--- src/rtl/spi_flash_pkg.sv ---
// Shared command codes, state and data-source types for the SPI flash responder.
package spi_flash_pkg;

    localparam logic [7:0] CMD_READ      = 8'h03;
    localparam logic [7:0] CMD_FAST_READ = 8'h0B;
    localparam logic [7:0] CMD_RDSR      = 8'h05;
    localparam logic [7:0] CMD_RDID      = 8'h9F;

    typedef enum logic [2:0] {
        IDLE,
        CMD,
        ADDR,
        DUMMY,
        DATA,
        IGNORE
    } state_t;

    typedef enum logic [1:0] {
        MEM,
        STATUS,
        ID
    } src_t;

    // Byte idx of the 24-bit identification word, MSB byte first, zero beyond it.
    function automatic logic [7:0] id_byte(input logic [23:0] id, input logic [1:0] idx);
        case (idx)
            2'd0:    return id[23:16];
            2'd1:    return id[15:8];
            2'd2:    return id[7:0];
            default: return 8'h00;
        endcase
    endfunction

endpackage

--- src/rtl/spi_flash_responder_sync.sv ---
// Two-flop synchroniser for CSB/SCK/MOSI plus SCK edge detection on the synchronised clock.
module spi_pin_sync (
    input  logic clk,
    input  logic reset_n,
    input  logic csb,
    input  logic sck,
    input  logic mosi,
    output logic csb_s,
    output logic mosi_s,
    output logic sck_rise,
    output logic sck_fall
);

    logic [2:0] pins;
    logic [2:0] sync_vec;
    logic       sck_prev_reg;

    assign pins = {csb, sck, mosi};

    genvar gi;
    generate
        for (gi = 0; gi < 3; gi++) begin : g_sync
            logic meta_reg;
            logic sync_reg;

            always_ff @(posedge clk) begin
                if (!reset_n) begin
                    meta_reg <= 1'b0;
                    sync_reg <= 1'b0;
                end else begin
                    meta_reg <= pins[gi];
                    sync_reg <= meta_reg;
                end
            end

            assign sync_vec[gi] = sync_reg;
        end
    endgenerate

    always_ff @(posedge clk) begin
        if (!reset_n) begin
            sck_prev_reg <= 1'b0;
        end else begin
            sck_prev_reg <= sync_vec[1];
        end
    end

    assign csb_s    = sync_vec[2];
    assign mosi_s   = sync_vec[0];
    assign sck_rise = sync_vec[1] & ~sck_prev_reg;
    assign sck_fall = ~sync_vec[1] & sck_prev_reg;

endmodule

--- src/rtl/spi_flash_responder.sv ---
// Oversampled mode-0 SPI flash target serving READ/FAST_READ/RDSR/RDID from a synchronous memory port.
module spi_flash_responder
    import spi_flash_pkg::*;
#(
    parameter int          ADDR_W   = 16,
    parameter logic [23:0] JEDEC_ID = 24'hEF4016,
    parameter int          MEM_LAT  = 1
) (
    input  logic              i_clk,
    input  logic              i_reset_n,
    input  logic              i_spi_csb,
    input  logic              i_spi_sck,
    input  logic              i_spi_mosi,
    output logic              o_spi_miso,
    output logic              o_spi_miso_oeb,
    output logic              o_mem_rd,
    output logic [ADDR_W-1:0] o_mem_addr,
    input  logic [7:0]        i_mem_data,
    output logic              o_busy
);

    // Only the low ADDR_W address bits are kept; the command byte shares the register.
    localparam int SH_W = (ADDR_W > 8) ? ADDR_W : 8;

    logic csb_s, mosi_s, sck_rise, sck_fall;

    spi_pin_sync u_sync (
        .clk      (i_clk),
        .reset_n  (i_reset_n),
        .csb      (i_spi_csb),
        .sck      (i_spi_sck),
        .mosi     (i_spi_mosi),
        .csb_s    (csb_s),
        .mosi_s   (mosi_s),
        .sck_rise (sck_rise),
        .sck_fall (sck_fall)
    );

    state_t              state_reg, state_next;
    src_t                src_reg, src_next;
    logic [4:0]          bit_cnt_reg, bit_cnt_next;
    logic [SH_W-2:0]     shift_reg, shift_next;
    logic [SH_W-1:0]     shift_word;
    logic                dummy_reg, dummy_next;
    logic [6:0]          tx_reg, tx_next;
    logic [2:0]          tx_idx_reg, tx_idx_next;
    logic                load_pend_reg, load_pend_next;
    logic [7:0]          hold_reg, hold_next;
    logic [1:0]          id_idx_reg, id_idx_next;
    logic                miso_reg, miso_next;
    logic                oeb_reg, oeb_next;
    logic                mem_rd_reg, mem_rd_next;
    logic [ADDR_W-1:0]   mem_addr_reg, mem_addr_next;
    logic [MEM_LAT-1:0]  rd_pipe_reg, rd_pipe_next;
    logic                busy_reg, busy_next;
    logic                csb_prev_reg;

    always_ff @(posedge i_clk) begin
        if (!i_reset_n) begin
            state_reg     <= IDLE;
            src_reg       <= MEM;
            bit_cnt_reg   <= '0;
            shift_reg     <= '0;
            dummy_reg     <= 1'b0;
            tx_reg        <= '0;
            tx_idx_reg    <= '0;
            load_pend_reg <= 1'b0;
            hold_reg      <= '0;
            id_idx_reg    <= '0;
            miso_reg      <= 1'b0;
            oeb_reg       <= 1'b1;
            mem_rd_reg    <= 1'b0;
            mem_addr_reg  <= '0;
            rd_pipe_reg   <= '0;
            busy_reg      <= 1'b0;
            csb_prev_reg  <= 1'b0;
        end else begin
            state_reg     <= state_next;
            src_reg       <= src_next;
            bit_cnt_reg   <= bit_cnt_next;
            shift_reg     <= shift_next;
            dummy_reg     <= dummy_next;
            tx_reg        <= tx_next;
            tx_idx_reg    <= tx_idx_next;
            load_pend_reg <= load_pend_next;
            hold_reg      <= hold_next;
            id_idx_reg    <= id_idx_next;
            miso_reg      <= miso_next;
            oeb_reg       <= oeb_next;
            mem_rd_reg    <= mem_rd_next;
            mem_addr_reg  <= mem_addr_next;
            rd_pipe_reg   <= rd_pipe_next;
            busy_reg      <= busy_next;
            csb_prev_reg  <= csb_s;
        end
    end

    always_comb begin
        state_next     = state_reg;
        src_next       = src_reg;
        bit_cnt_next   = bit_cnt_reg;
        shift_next     = shift_reg;
        dummy_next     = dummy_reg;
        tx_next        = tx_reg;
        tx_idx_next    = tx_idx_reg;
        load_pend_next = load_pend_reg;
        hold_next      = hold_reg;
        id_idx_next    = id_idx_reg;
        miso_next      = miso_reg;
        oeb_next       = oeb_reg;
        mem_rd_next    = 1'b0;
        mem_addr_next  = mem_addr_reg;
        rd_pipe_next   = MEM_LAT'({rd_pipe_reg, mem_rd_reg});
        busy_next      = busy_reg;
        shift_word     = {shift_reg, mosi_s};

        // A deasserted CSB overrides any SCK edge seen in the same cycle.
        if (csb_s) begin
            state_next     = IDLE;
            bit_cnt_next   = '0;
            tx_idx_next    = '0;
            load_pend_next = 1'b0;
            oeb_next       = 1'b1;
            miso_next      = 1'b0;
            rd_pipe_next   = '0;
            busy_next      = 1'b0;
        end else begin
            if (rd_pipe_reg[MEM_LAT-1]) begin
                hold_next = i_mem_data;
            end

            case (state_reg)
                IDLE: begin
                    if (csb_prev_reg) begin
                        state_next   = CMD;
                        busy_next    = 1'b1;
                        bit_cnt_next = '0;
                        dummy_next   = 1'b0;
                    end
                end

                CMD: begin
                    if (sck_rise) begin
                        shift_next   = shift_word[SH_W-2:0];
                        bit_cnt_next = bit_cnt_reg + 5'd1;
                        if (bit_cnt_reg == 5'd7) begin
                            bit_cnt_next   = '0;
                            load_pend_next = 1'b1;
                            case (shift_word[7:0])
                                CMD_READ:      state_next = ADDR;
                                CMD_FAST_READ: begin
                                    state_next = ADDR;
                                    dummy_next = 1'b1;
                                end
                                CMD_RDSR: begin
                                    state_next = DATA;
                                    src_next   = STATUS;
                                    hold_next  = 8'h00;
                                end
                                CMD_RDID: begin
                                    state_next  = DATA;
                                    src_next    = ID;
                                    hold_next   = id_byte(JEDEC_ID, 2'd0);
                                    id_idx_next = 2'd1;
                                end
                                default:       state_next = IGNORE;
                            endcase
                        end
                    end
                end

                ADDR: begin
                    if (sck_rise) begin
                        shift_next   = shift_word[SH_W-2:0];
                        bit_cnt_next = bit_cnt_reg + 5'd1;
                        if (bit_cnt_reg == 5'd23) begin
                            bit_cnt_next  = '0;
                            mem_rd_next   = 1'b1;
                            mem_addr_next = shift_word[ADDR_W-1:0];
                            src_next      = MEM;
                            state_next    = dummy_reg ? DUMMY : DATA;
                        end
                    end
                end

                DUMMY: begin
                    if (sck_rise) begin
                        bit_cnt_next = bit_cnt_reg + 5'd1;
                        if (bit_cnt_reg == 5'd7) begin
                            bit_cnt_next = '0;
                            state_next   = DATA;
                        end
                    end
                end

                DATA: begin
                    if (sck_fall) begin
                        oeb_next = 1'b0;
                        if (load_pend_reg) begin
                            miso_next      = hold_reg[7];
                            tx_next        = hold_reg[6:0];
                            tx_idx_next    = 3'd6;
                            load_pend_next = 1'b0;
                        end else begin
                            miso_next = tx_reg[6];
                            tx_next   = {tx_reg[5:0], 1'b0};
                            if (tx_idx_reg == 3'd0) begin
                                load_pend_next = 1'b1;
                            end else begin
                                tx_idx_next = tx_idx_reg - 3'd1;
                            end
                        end
                    end
                    // The rise sampling bit 0 fetches the next byte well ahead of the loading fall.
                    if (sck_rise) begin
                        bit_cnt_next = (bit_cnt_reg == 5'd7) ? 5'd0 : bit_cnt_reg + 5'd1;
                        if (bit_cnt_reg == 5'd7) begin
                            case (src_reg)
                                MEM: begin
                                    mem_rd_next   = 1'b1;
                                    mem_addr_next = mem_addr_reg + ADDR_W'(1);
                                end
                                ID: begin
                                    hold_next = id_byte(JEDEC_ID, id_idx_reg);
                                    if (id_idx_reg != 2'd3) begin
                                        id_idx_next = id_idx_reg + 2'd1;
                                    end
                                end
                                default: hold_next = 8'h00;
                            endcase
                        end
                    end
                end

                default: ;
            endcase
        end
    end

    assign o_spi_miso     = miso_reg;
    assign o_spi_miso_oeb = oeb_reg;
    assign o_mem_rd       = mem_rd_reg;
    assign o_mem_addr     = mem_addr_reg;
    assign o_busy         = busy_reg;

endmodule

--- config.mk ---
export PLATFORM = sky130hd
export DESIGN_NAME = spi_flash_responder
export DESIGN_NICKNAME = d
export VERILOG_FILES = /design/src/rtl/spi_flash_pkg.sv /design/src/rtl/spi_flash_responder_sync.sv /design/src/rtl/spi_flash_responder.sv
export SDC_FILE = /design/constraint.sdc
export NUM_CORES = 1
export LEC_CHECK = 0
export ABC_AREA = 1
export BUFFER_PORTS_ARGS = -buffer_cell sky130_fd_sc_hd__buf_4
export CORE_ASPECT_RATIO = 1.75
export CORE_UTILIZATION = 43
export DETAILED_ROUTE_END_ITERATION = 16
export SETUP_SLACK_MARGIN = 0.2
export SYNTH_ARGS = -nofsm -noshare
export SYNTH_HDL_FRONTEND = slang
export SYNTH_SLANG_ARGS = --single-unit
--- constraint.sdc ---
create_clock -name i_clk -period 1.7 [get_ports i_clk]
set_clock_uncertainty 0.05 [all_clocks]
set_input_delay 0.17 -clock i_clk [delete_from_list [all_inputs] [get_ports i_clk]]
set_output_delay 0.17 -clock i_clk [all_outputs]
set_load 0.02 [all_outputs]
==> flow_summary.ini, run 1 <==
[outcome]
status = finished clean

[global_route]
grt_pass1_wl_mm = 18.80
antenna_found_initial = 0
grt_remaining_overflow = 0
grt_pass1_vias = 4157
grt.total_usage_pct = 23.63
grt_max_degree = 31

[placed_design]
routabilityCongestion = 0.8723
dpl_worst_slack_ns = -0.01448
numPortBuffers = 32
post-dp-hpwl_mm = 8.405

[sta]
finalWorstSetupSlack_ns = 0.02042
rsz0062_at_grt = true
layout_min_cycle_time_ns = 1.680
drv_slew = 0
tightest_slew_ns = 0.4762
setup_viol = 0
max_freq_mhz = 595.4
min_period_over_period_pct = 98.80
hold_viol = 0
tns_ns = 0
relSlewSlack_pct = 68.22

[pwr]
p_switching_w = 0.001316
p_total_w = 0.004773
p_clk_share_pct = 43.0
ir_worst_vdd_uv = 541.6
seqPwrFrac_pct = 39.5
switching_share_pct = 27.57
p_per_area_nw_per_um2 = 818.8
leakagePower_nw = 2.516
combPwrFrac_pct = 17.5
p_int_w = 0.003457

[die]
die_x_um = 76.51
core-area_um2 = 9468
dieHeight_um = 132.4
row_count = 47
initial_core_util_pct = 44.13
num_io_pins = 33
die_area_um2 = 10130

[clock_network]
insertion_delay_ns = 0.34
clock_sinks = 76
ctsHtreeMaxLevel = 3
path_clk_slew_ns = 0.06
ctsLongestPathBuffers = 2
cts_tree = done
clockRootBuffer = clkbuf_16
cts_buffers = 9

[critical_path]
cp_slowest_stage_delay_ns = 0.36
crit_top_cell = nand2_1
reg2reg_depth = 13
endpoint_kind = register
start_kind = register
timing.rr.end = hold_reg[4]$_SDFFE_PN0N_
cp.required_ns = 1.88
cp_max_fo = 5
regToRegSetupSlack_ns = 0.02
r2r-start = bit_cnt_reg[1]$_SDFFE_PP0P_
path_buf_inv = 2
crit_start = bit_cnt_reg[1]$_SDFFE_PP0P_
path_cells = ha_4 -> nand2_4 -> nor2_4 -> nand3_4 -> buf_4 -> inv_2 -> nand2_1 -> nand2_2 -> nand2_1 -> nand2_1 -> nand2_1 -> nand2_1 -> nand2_1
cp_slowest_cell = dfxtp_4
crit_family = simple AND/OR/NAND/NOR gates
criticalPathCategory = reg -> reg
critPathArrivalTime_ns = 1.86

[logic_synthesis]
ys.flop_type = dfxtp_1
ys_seq_area_share_pct = 36.42
ys_seq_elements = 76
yosys-top-cells-area = dfxtp_1, nand2_1, nor2_1, o21ai_0, nand3_1
synthCells = 618
synth.most_common_cell = nand2_1
synth.net_count = 641
ys_top_cells_by_count = nand2_1, dfxtp_1, nor2_1
ys_types = 44
syn_area_um2 = 4178
yosys_warnings = 0
synth_edf_count = 0
synth_top_area_share_pct = 36.42
yosysTopAreaCell = dfxtp_1
avgSynthCellArea_um2 = 6.760
postSynth.asyncResetShare_pct = 0

[job]
maxCapViolations = 0

[drt]
vias = 4269
ant_nets = 0
vias_per_cell = 5.150
drt_iter0_markers = 172
drc = 0
wl_per_cell_um = 14.99
first_pass_iters = 4
drt_wl_total_mm = 12.43

[worst_hold_path]
worstHoldEndpoint = u_sync.csb_s$_SDFF_PN0_
hold_path.startpoint = i_reset_n
worstHoldPathCells = 3
min_path_type = in -> reg

[layout]
diodes = 0
layout-drive-gt1-share_pct = 33.95
area_growth_pct = 39.53
fillCellCount = 859
nNetsFinal = 725
largest_reg_flops = 16
-- power by group through the flow --
| stage | Sequential [W] | Combinational (W) | Clock [W] |
|---|---|---|---|
| finish | 0.00188 | 0.000835 | 0.00205 |
| global route | 0.00189 | 0.000904 | 0.00214 |
| CTS | 0.00189 | 0.000654 | 0.00209 |
| detailed placement | 0.00192 | 0.000600 | 0 |
| global placement | 0.00192 | 0.000589 | 0 |
| floorplan | 0.00192 | 0.000403 | 0 |
-- per-stage QoR --
step / hold WS (ns) / utilization, % / instance area [um^2] / std cells
after CTS: 0.01354 / 55.31 / 5236 / 811
final: 0.02262 / 61.57 / 5829 / 829
after floorplan: 0.2176 / - / 4199 / 618
after global routing: 0.04734 / 61.57 / 5829 / 829
after detailed placement: 0.3070 / 49.60 / 4696 / 784
after global placement: 0.2989 / 49.60 / 4696 / 784
-- timing repair --
action | in CTS | in global routing
setup buffers | 7 | 14
pin swaps | 16 | 20
hold endpoints to repair | 3 | 0
resized for setup | 40 | 120
gates cloned | 1 | 4
hold buffers | 3 | 0
endpoints found under the setup margin | 54 | 60
-- tightest hold or removal path: stages --
cell and delay [ns]:
buf_4 0.13, nand2_1 0.05, inv_1 0.04
-- worst max-delay path by stage --
stage / cells past startpoint / slack, ns / endpoint
2_1_floorplan: 11 / 0.11 / o_mem_addr[2]$_SDFFE_PN0P_
3_3_place_gp: 10 / 0.01 / o_mem_addr[0]$_SDFFE_PN0P_
3_5_place_dp: 10 / -0.01 / hold_reg[1]$_SDFFE_PN0N_
4_1_cts: 8 / 0.04 / o_mem_addr[2]$_SDFFE_PN0P_
5_1_grt: 11 / -0.07 / dummy_reg$_SDFFE_PN0P_
6_report: 13 / 0.02 / hold_reg[4]$_SDFFE_PN0N_
-- kinds of logic (layout without fill, tap and decap cells) --
family / after synthesis / count (layout) / share of synthesized area, %
flip-flops: 76 / 76 / 36.42
buffers and inverters: 87 / 176 / 9.554
AO/OA/AOI/OAI: 105 / 105 / 13.75
adder cells (fa/ha/maj): 10 / 10 / 2.995
XOR/XNOR: 2 / 2 / 0.4194
AND/OR/NAND/NOR: 331 / 331 / 34.98
multiplexers: 7 / 7 / 1.887
-- cells in the final DEF, fill, tap and decap left out, drive strengths merged, types with 10 or more instances in the layout --
master | netlist | final
inv | 66 | 65
nand3 | 47 | 47
dfxtp | 76 | 76
buf | 14 | 86
ha | 10 | 10
o21ai | 47 | 47
nor2 | 79 | 79
nand2 | 187 | 187
clkbuf | 5 | 12
a21oi | 43 | 43
-- routing by layer --
metal | wire, um | up-vias | part of all wire [%] | GRT usage, %
met2 | 7125 | 89 | 57 | 46.45
met3 | 270 | 33 | 2.2 | 3.668
met1 | 4485 | 2000 | 36 | 22.27
met5 | 0 | - | 0 | 0
li1 | - | 2147 | - | -
met4 | 548 | 0 | 4.4 | 14.21
-- final cells by class --
cell class	instances	area (um^2)	area share, %
Multi-Input combinational cell	455	2708	46.45
Sequential cell	76	1544	26.49
Timing Repair Buffer	91	812.0	13.93
Inverter	68	290.3	4.980
Clock buffer	10	229.0	3.928
Tap cell	122	152.6	2.619
Clock inverter	6	88.84	1.524
Timing Repair inverter	1	5.005	0.08586
Note: power is estimated with default switching activity, not from simulation.
==> run 2, diff against run 1 <==
Settings changed: ABC_AREA 1 to 0, BUFFER_PORTS_ARGS -buffer_cell sky130_fd_sc_hd__buf_4 to -buffer_cell sky130_fd_sc_hd__buf_2, GPL_TIMING_DRIVEN set to 0.
==> run 2 against run 1 <==
Compared with the run above:
- utilization shrank 1.1 points
- non-clock buffer count shrank 1
- register-to-register slack lost 0.39 ns
- the flow now finishes with violations (negative setup slack)
- total power shrank 13%
==> flow_summary.ini, run 2 <==
[outcome]
violations = negative setup slack
status = finished, violations left

[clock_network]
insertion_delay_ns = 0.34
cts_tree = done
ctsLongestPathBuffers = 2
clock_sinks = 76
ctsHtreeMaxLevel = 3
path_clk_slew_ns = 0.05
clockRootBuffer = clkbuf_16
cts_buffers = 9

[sta]
drv_slew = 0
relSlewSlack_pct = 58.89
rsz0062_at_grt = true
layout_min_cycle_time_ns = 2.071
tns_ns = -12.51
tightest_slew_ns = 0.6166
max_freq_mhz = 482.8
hold_viol = 0
finalWorstSetupSlack_ns = -0.3714
setup_viol = 58
min_period_over_period_pct = 121.8

[drt]
wl_per_cell_um = 16.78
vias = 3670
first_pass_iters = 4
drc = 0
drt_iter0_markers = 174
ant_nets = 0
drt_wl_total_mm = 10.89
vias_per_cell = 5.655

[pwr]
p_total_w = 0.004155
p_per_area_nw_per_um2 = 792.6
leakagePower_nw = 2.112
ir_worst_vdd_uv = 515.4

[layout]
final_common_cell = dfxtp_1
mostFrequentLayoutCells = dfxtp_1, nor2_1, buf_2, mux2i_1, a21oi_1
largest_reg_flops = 16
multi_input_area_um2 = 2480
layout-drive-gt1-share_pct = 31.02
final_area_um2 = 5243
diodes = 0
fillCellCount = 799
post-route-util_pct = 60.46
regArea_um2 = 1550
area_growth_pct = 35.95
nNetsFinal = 551

[logic_synthesis]
ys_seq_elements = 76
yosys-top-cells-area = dfxtp_1, mux2i_1, nor2_1, a21oi_1, ha_1
syn_area_um2 = 3856
synth.net_count = 478
postSynth.asyncResetShare_pct = 0
synth_edf_count = 0
synthCells = 455
avgSynthCellArea_um2 = 8.475
synth.most_common_cell = dfxtp_1
ys_seq_area_share_pct = 39.45
ys_types = 60
yosysTopAreaCell = dfxtp_1
ys.flop_type = dfxtp_1
ys_top_cells_by_count = dfxtp_1, nor2_1, a21oi_1
yosys_warnings = 0
synth_top_area_share_pct = 39.45

[die]
die_area_um2 = 9366
initial_core_util_pct = 44.47
num_io_pins = 33
die_x_um = 73.59
row_count = 45
dieHeight_um = 127.3
core-area_um2 = 8671

[placed_design]
post-dp-hpwl_mm = 7.514
routabilityCongestion = 0.9502
place_area_um2 = 4287
numPortBuffers = 32

[critical_path]
criticalPathCategory = reg -> reg
reg2reg_depth = 7
critPathArrivalTime_ns = 2.24
cp.required_ns = 1.87
cp_max_fo = 5
endpoint_kind = register
start_kind = register

[global_route]
grt_remaining_overflow = 0
grt_pass1_vias = 3516
grt_pass1_wl_mm = 16.70
grt_max_degree = 13
grt.total_usage_pct = 23.51
antenna_found_initial = 0

[worst_hold_path]
worstHoldPathCells = 3
min_path_type = in -> reg

[job]
maxCapViolations = 0
-- run 2: changes by cell type in the layout (fill, tap and decap cells not counted), moves of 10 or more --
cell / delta
nand3_1: -18
clkbuf_1: +10
and2_1: +10
buf_4: -53
nand2_1: -135
mux2i_1: +31
inv_1: -39
o21ai_0: -14
buf_2: +34
o21ai_2: -12
nand2_4: -15
-- run 2: cell families (layout without fill, tap and decap cells) --
group           Yosys count  count (layout)  synth area share (%)
mux                      38              38                 10.09
fa+ha+maj                10              10                 3.245
simple gates            169             169                 21.64
compound gates          117             117                 20.21
flops                    76              76                 39.45
buf+inv                  42             119                 4.672
xor+xnor                  3               3                0.6815
-- run 2: final timing paths --
path	startpoint	to	slack [ns]
hold / removal	i_reset_n	state_reg[0]$_SDFFE_PP0P_	0.15
setup reg to reg	state_reg[2]$_SDFFE_PP0P_	o_mem_addr[5]$_SDFFE_PN0P_	-0.37
hold reg to reg	u_sync.g_sync[0].meta_reg$_SDFF_PN0_	u_sync.mosi_s$_SDFF_PN0_	0.38
setup / recovery	state_reg[2]$_SDFFE_PP0P_	o_mem_addr[5]$_SDFFE_PN0P_	-0.37
-- run 2: stage by stage --
| step | worst slack, ns | hold slack [ns] | instances |
|---|---|---|---|
| finish | -0.3714 | 0.1484 | 649 |
| global route | -0.4285 | 0.1764 | 649 |
| CTS | -0.3394 | 0.1549 | 640 |
| detailed placement | -0.5139 | 0.3317 | 604 |
| global placement | -0.4603 | 0.3260 | 604 |
| floorplan | -0.1901 | 0.2473 | 455 |
-- run 2: report_power, final --
group	leakage, nW	switching (W)	internal, W
Combinational	1.33	0.0000994	0.0000641
Clock	0.162	0.000720	0.00146
Sequential	0.622	0.0000145	0.00179
Total	2.11	0.000834	0.00332
-- run 2: area by class of cell --
class | instances | share of cell area (%)
multi-input cells | 337 | 47.30
flip-flops and latches | 76 | 29.57
repair buffers | 62 | 8.878
clock buffers | 11 | 4.630
plain buffers | 28 | 3.962
well taps | 117 | 2.792
clock inverters | 4 | 1.862
inverters | 14 | 1.002
-- run 2: per-layer routing --
metal / wire length, um / GRT usage (%) / vias to the layer above
met5: 0 / 0 / -
met2: 5898 / 42.74 / 82
met1: 4317 / 24.84 / 1758
met4: 378 / 12.90 / 0
met3: 299 / 3.864 / 25
li1: - / - / 1805
-- run 2: worst max-delay path: stages, from the launching register on --
cell,delay [ns]
dfxtp_2,0.35
or3b_4,0.40
buf_6,0.13
or3_4,0.33
o32a_4,0.26
buf_8,0.15
o211ai_1,0.17
o31ai_1,0.10
-- run 2: what timing repair did --
item,in CTS,in global routing
cloned,0,2
hold endpoints to repair,3,0
hold buffers,3,0
pin swaps,13,28
resized for setup,54,37
buffers inserted,18,7
endpoints found under the setup margin,69,66
